--- src/rtl/mem_arbiter_if.sv ---
// Shared bus between the cache request side, the arbiter and the RAM port.
// The slave modport is the arbiter's view; the master modport is the environment's view.
interface mem_arbiter_if;
    logic        iREN;
    logic [31:0] iaddr;
    logic        iwait;
    logic [31:0] iload;
    logic        dREN;
    logic        dWEN;
    logic [31:0] daddr;
    logic [31:0] dstore;
    logic        dwait;
    logic [31:0] dload;
    logic        ramREN;
    logic        ramWEN;
    logic [31:0] ramaddr;
    logic [31:0] ramstore;
    logic [31:0] ramload;
    logic        ramready;
    logic        err;

    modport slave (
        input  iREN, iaddr, dREN, dWEN, daddr, dstore,
        input  ramload, ramready,
        output iwait, iload, dwait, dload,
        output ramREN, ramWEN, ramaddr, ramstore, err
    );

    modport master (
        output iREN, iaddr, dREN, dWEN, daddr, dstore,
        output ramload, ramready,
        input  iwait, iload, dwait, dload,
        input  ramREN, ramWEN, ramaddr, ramstore, err
    );
endinterface

--- src/rtl/mem_arbiter.sv ---
// Two-port (I/D) to single RAM port arbiter.
// Data has priority, with a streak limit on data grants and a stuck-access watchdog.
module mem_arbiter #(
    parameter int MAX_DSTREAK = 4,
    parameter int TIMEOUT     = 255
) (
    input logic          CLK,
    input logic          nRST,
    mem_arbiter_if.slave bus
);
    localparam int SW = $clog2(MAX_DSTREAK + 1);
    localparam int WW = $clog2(TIMEOUT + 1);

    typedef enum logic [1:0] {IDLE, IGRANT, DGRANT} state_t;

    state_t        state_q;
    logic [SW-1:0] dstreak_q;
    logic [WW-1:0] wdog_q;
    logic          err_q;
    logic          ren_q;
    logic          wen_q;
    logic [31:0]   addr_q;
    logic [31:0]   store_q;

    logic dreq;
    logic force_i;
    logic tmo;

    assign dreq    = bus.dREN | bus.dWEN;
    assign force_i = dreq & bus.iREN & (dstreak_q == SW'(MAX_DSTREAK));
    assign tmo     = ~bus.ramready & (wdog_q == WW'(TIMEOUT - 1));

    // Latches are cleared on leaving a grant so the RAM port is idle in IDLE.
    always_ff @(posedge CLK or negedge nRST) begin
        if (!nRST) begin
            state_q   <= IDLE;
            dstreak_q <= '0;
            wdog_q    <= '0;
            err_q     <= 1'b0;
            ren_q     <= 1'b0;
            wen_q     <= 1'b0;
            addr_q    <= '0;
            store_q   <= '0;
        end else begin
            unique case (state_q)
                IDLE: begin
                    if (force_i || (!dreq && bus.iREN)) begin
                        state_q   <= IGRANT;
                        dstreak_q <= '0;
                        wdog_q    <= '0;
                        ren_q     <= 1'b1;
                        wen_q     <= 1'b0;
                        addr_q    <= bus.iaddr;
                        store_q   <= '0;
                    end else if (dreq) begin
                        state_q <= DGRANT;
                        wdog_q  <= '0;
                        ren_q   <= ~bus.dWEN;
                        wen_q   <= bus.dWEN;
                        addr_q  <= bus.daddr;
                        store_q <= bus.dstore;
                        if (!bus.iREN)
                            dstreak_q <= '0;
                        else if (dstreak_q != SW'(MAX_DSTREAK))
                            dstreak_q <= dstreak_q + 1'b1;
                    end
                end
                default: begin
                    if (bus.ramready || tmo) begin
                        state_q <= IDLE;
                        ren_q   <= 1'b0;
                        wen_q   <= 1'b0;
                        addr_q  <= '0;
                        store_q <= '0;
                        if (tmo)
                            err_q <= 1'b1;
                    end else begin
                        wdog_q <= wdog_q + 1'b1;
                    end
                end
            endcase
        end
    end

    assign bus.ramREN   = ren_q;
    assign bus.ramWEN   = wen_q;
    assign bus.ramaddr  = addr_q;
    assign bus.ramstore = store_q;
    assign bus.err      = err_q;

    assign bus.iwait = ~((state_q == IGRANT) & bus.ramready);
    assign bus.dwait = ~((state_q == DGRANT) & bus.ramready);
    assign bus.iload = bus.ramload;
    assign bus.dload = bus.ramload;
endmodule
--- src/flat_wrapper.sv ---
// flat-port wrapper written by rule: the top's interface ports become plain ports
module mem_arbiter_flat 
#(
    parameter int MAX_DSTREAK = 4,
    parameter int TIMEOUT     = 255
)
  (CLK, nRST, bus_iREN, bus_iaddr, bus_dREN, bus_dWEN, bus_daddr, bus_dstore, bus_ramload, bus_ramready, bus_iwait, bus_iload, bus_dwait, bus_dload, bus_ramREN, bus_ramWEN, bus_ramaddr, bus_ramstore, bus_err);
  mem_arbiter_if bus_i ();
  input logic CLK;
  input logic nRST;
  input wire logic [$bits(bus_i.iREN)-1:0] bus_iREN;
  input wire logic [$bits(bus_i.iaddr)-1:0] bus_iaddr;
  input wire logic [$bits(bus_i.dREN)-1:0] bus_dREN;
  input wire logic [$bits(bus_i.dWEN)-1:0] bus_dWEN;
  input wire logic [$bits(bus_i.daddr)-1:0] bus_daddr;
  input wire logic [$bits(bus_i.dstore)-1:0] bus_dstore;
  input wire logic [$bits(bus_i.ramload)-1:0] bus_ramload;
  input wire logic [$bits(bus_i.ramready)-1:0] bus_ramready;
  output wire logic [$bits(bus_i.iwait)-1:0] bus_iwait;
  output wire logic [$bits(bus_i.iload)-1:0] bus_iload;
  output wire logic [$bits(bus_i.dwait)-1:0] bus_dwait;
  output wire logic [$bits(bus_i.dload)-1:0] bus_dload;
  output wire logic [$bits(bus_i.ramREN)-1:0] bus_ramREN;
  output wire logic [$bits(bus_i.ramWEN)-1:0] bus_ramWEN;
  output wire logic [$bits(bus_i.ramaddr)-1:0] bus_ramaddr;
  output wire logic [$bits(bus_i.ramstore)-1:0] bus_ramstore;
  output wire logic [$bits(bus_i.err)-1:0] bus_err;
  assign bus_i.iREN = bus_iREN;
  assign bus_i.iaddr = bus_iaddr;
  assign bus_i.dREN = bus_dREN;
  assign bus_i.dWEN = bus_dWEN;
  assign bus_i.daddr = bus_daddr;
  assign bus_i.dstore = bus_dstore;
  assign bus_i.ramload = bus_ramload;
  assign bus_i.ramready = bus_ramready;
  assign bus_iwait = bus_i.iwait;
  assign bus_iload = bus_i.iload;
  assign bus_dwait = bus_i.dwait;
  assign bus_dload = bus_i.dload;
  assign bus_ramREN = bus_i.ramREN;
  assign bus_ramWEN = bus_i.ramWEN;
  assign bus_ramaddr = bus_i.ramaddr;
  assign bus_ramstore = bus_i.ramstore;
  assign bus_err = bus_i.err;
  mem_arbiter #(.MAX_DSTREAK(MAX_DSTREAK), .TIMEOUT(TIMEOUT)) u_core (.CLK(CLK), .nRST(nRST), .bus(bus_i));
endmodule
--- config.mk ---
export PLATFORM = sky130hd
export DESIGN_NAME = mem_arbiter_flat
export DESIGN_NICKNAME = d
export VERILOG_FILES = /design/src/rtl/mem_arbiter_if.sv /design/src/rtl/mem_arbiter.sv /design/src/flat_wrapper.sv
export SDC_FILE = /design/constraint.sdc
export NUM_CORES = 1
export LEC_CHECK = 0
export CAP_MARGIN = 10
export CORE_UTILIZATION = 35
export DETAILED_ROUTE_END_ITERATION = 10
export PLACE_DENSITY = 0.84
export SLEW_MARGIN = 20
export SYNTH_ARGS = -nofsm -noshare
export SYNTH_HDL_FRONTEND = slang
export SYNTH_SLANG_ARGS = --single-unit
--- constraint.sdc ---
create_clock -name CLK -period 2.1 [get_ports CLK]
set_input_delay 0.42 -clock CLK [delete_from_list [all_inputs] [get_ports CLK]]
set_output_delay 0.42 -clock CLK [all_outputs]
set_load 0.05 [all_outputs]
==> flow_summary.json <==
{
  "dieArea_um2": 11500,
  "grt_usage": 0.175,
  "synth_async_sr_flop_share": 1.00,
  "synthCells": 358,
  "reg2reg_depth": 7,
  "grt_pass1_wl_um": 15500,
  "dieHeight_um": 107,
  "grt_max_degree": 45,
  "fmax_mhz": 502,
  "clock_path_buffers": 2,
  "arrival_ns": 1.57,
  "path_clk_slew_ns": 0.09,
  "cts_sinks": 80,
  "fin_crit_sh": 0.948,
  "grt.overflow.total": 0,
  "setup_viol": 0,
  "first_iter_violations": 221,
  "start_util": 0.358,
  "critical_path_buf_inv_count": 1,
  "post_cts_buffers": 0,
  "hold_violations": 0,
  "p_leak_nw": 2.52,
  "grt_setup_unrepaired": "false",
  "via_count": 3021,
  "fillers": 952,
  "drv_cap": 0,
  "cp_top_family": "buffers and inverters",
  "cp_data_required_time_ns": 1.68,
  "worst_hold_path_type": "in2async",
  "cts-resized-gates": 0,
  "place_hpwl_um": 7160,
  "synth-warning-count": 0,
  "fin_worst_skew_ns": 0.0138,
  "wl_per_cell_um": 16.4,
  "die_x_um": 107,
  "drive_above_1_share": 0.0682,
  "rrSetupSlack_ns": 0.23,
  "drt-total-wl_um": 9960,
  "total_power_w": 0.00864,
  "cts_hold_buf": 0,
  "dr.pass1.iters": 5,
  "rows": 38,
  "synth-main-ff-cell": "dfrtp_1",
  "syn-cell-area_um2": 3860,
  "r2r_start": "u_core.wdog_q[0]$_DFFE_PN0P_",
  "ios": 267,
  "port_buffers": 170,
  "synth.distinct_cells": 36,
  "grt_pass1_vias": 3022,
  "status": "completed",
  "ir_drop_uv": 700,
  "maxSlewViolCount": 0,
  "path_max_fanout": 2,
  "viasPerCell": 4.96,
  "slowest_delay_ns": 0.85,
  "start_kind": "flop",
  "end_kind": "primary output",
  "worst_pin_slew_ns": 0.560,
  "crit_path_top_delay_cell": "clkdlybuf4s50_1",
  "final_nets": 603,
  "gp_congestion": 0.803,
  "antenna_left": 0,
  "synth_edf_count": 0,
  "cts_tree": "built",
  "antenna_found_initial": 0,
  "final.min_clock_period_ns": 1.99,
  "cts_buffers": 9,
  "syn_area_per_cell_um2": 10.8,
  "root_buffer": "clkbuf_8",
  "core_area_um2": 10800,
  "synthToLayoutAreaGrowth_pct": 43.5,
  "yosys_register_bits": 80,
  "path_cells": "clkdlybuf4s50_1",
  "yosysSeqAreaShare": 0.518,
  "insertion_delay_ns": 0.35,
  "drc": 0,
  "h-tree-depth": 3,
  "p_per_area_nw_per_um2": 1560,
  "tns_ns": 0,
  "crit_type": "reg2out",
  "rr_endpoint": "u_core.bus.ramaddr[4]$_DFFE_PN0P_",
  "diodes": 0,
  "synth_fp_nets": 496,
  "slew_headroom": 0.626
}
per-layer routing:
metal,up-vias,global-route usage,routed length (um)
li1,1400,-,-
met1,1432,0.209,3950
met2,160,0.294,4930
met3,29,0.0365,823
met4,0,0.0959,269
met5,-,0,0
report_power, final:
group | internal (W) | switching (W) | total (W)
clock network | 0.000671 | 0.000573 | 0.00124
logic | 0.00179 | 0.00309 | 0.00487
registers | 0.00215 | 0.000379 | 0.00253
Yosys cell counts, types with 2 or more instances:
master | instances | area share
nand2_1 | 9 | 0.0087
a22o_1 | 33 | 0.075
inv_1 | 36 | 0.035
buf_2 | 8 | 0.010
buf_6 | 2 | 0.0058
buf_4 | 64 | 0.12
mux2i_1 | 3 | 0.0078
ha_1 | 4 | 0.013
nor2_1 | 38 | 0.037
dfrtp_1 | 80 | 0.52
a221o_1 | 32 | 0.083
a21o_1 | 3 | 0.0058
o21ai_0 | 7 | 0.0091
nand3_1 | 7 | 0.0091
o31ai_1 | 2 | 0.0039
a21oi_1 | 3 | 0.0039
clkbuf_1 | 8 | 0.0078
cell type report:
type	instances	area, um2	share of cell area
clock inverters	6	92.6	0.0167
flip-flops and latches	80	2000	0.361
inverters	36	135	0.0244
repair buffers	178	1850	0.334
clock buffers	9	124	0.0223
multi-input cells	160	1160	0.210
well taps	140	175	0.0316
how the worst max path moves through the flow:
stage                                                 start                                 end  cells after the start
after detailed placement                       bus_ramready  u_core.bus.ramaddr[10]$_DFFE_PN0P_                      6
after global routing      u_core.bus.ramaddr[0]$_DFFE_PN0P_                      bus_ramaddr[0]                      1
after floorplan                u_core.wdog_q[0]$_DFFE_PN0P_  u_core.bus.ramaddr[15]$_DFFE_PN0P_                      8
after global placement                         bus_ramready   u_core.bus.ramaddr[4]$_DFFE_PN0P_                      6
after CTS                 u_core.bus.ramaddr[0]$_DFFE_PN0P_                      bus_ramaddr[0]                      1
final                     u_core.bus.ramaddr[0]$_DFFE_PN0P_                      bus_ramaddr[0]                      1
metrics by stage:
step / instances / hold slack [ns] / util / setup WS [ns] / cell area [um2]
after floorplan: 358 / 0.124 / - / 0.274 / 3860
after global placement: 594 / 0.411 / 0.494 / 0.0855 / 5330
after detailed placement: 594 / 0.425 / 0.494 / 0.0174 / 5330
after CTS: 609 / 0.0274 / 0.514 / 0.0844 / 5550
after global routing: 609 / 0.0407 / 0.514 / 0.0519 / 5550
final: 609 / 0.0164 / 0.514 / 0.108 / 5550
logic make-up after synthesis:
| logic type | synth area share |
|---|---|
| DFF | 0.518 |
| muxes | 0.0107 |
| and+or+nand+nor | 0.0767 |
| adders and majority gates | 0.0129 |
| xor gates and xnor gates | 0.00227 |
| buffers and inverters | 0.183 |
| AOI/OAI and AO/OA | 0.196 |
registers in the layout (all words and copies together) (netlist names):
| register | cells |
|---|---|
| u_core.bus.err | 1 |
| u_core.bus.ramREN | 1 |
| u_core.dstreak_q | 3 |
| u_core.bus.ramstore | 32 |
| u_core.bus.ramaddr | 32 |
| u_core.wdog_q | 8 |
| u_core.bus.ramWEN | 1 |
| u_core.state_q | 2 |
worst reg2reg max path, cell delays in order (launching register included):
cell and delay, ns:
dfrtp_1 0.42, inv_1 0.08, ha_1 0.15, and4_4 0.24
a41o_4 0.24, nand2_4 0.07, buf_12 0.17, a221o_1 0.38
cells in the final DEF, fill, tap and decap left out:
cell	synthesis	layout
o21bai_1	1	1
nor2_1	38	37
a22o_1	33	33
mux2_2	1	1
o2bb2ai_1	1	1
nand2_4	1	1
a211oi_1	1	1
clkinvlp_4	0	2
nand3_1	7	7
o31ai_1	2	2
ha_1	4	4
nand3b_1	1	1
nand4_1	1	1
inv_6	0	2
a221o_1	32	32
nor3b_1	1	1
nor4_1	1	1
and4_4	1	1
or4_1	1	1
nand2b_1	1	1
a41oi_1	1	1
a41o_4	1	1
clkbuf_8	0	9
mux2i_1	3	3
o211ai_1	1	1
a21oi_1	3	3
nand2_1	9	9
or2_2	1	1
a21o_1	3	3
o21ai_0	7	7
dfrtp_1	80	80
nor4bb_1	1	1
xnor2_1	1	1
buf_4	64	3
inv_1	36	36
nor3_1	1	1
bufinv_16	0	2
nor2_4	0	1
clkdlybuf4s50_1	0	167
buf_12	0	8
No activity file was read; power rests on OpenSTA's default activity.
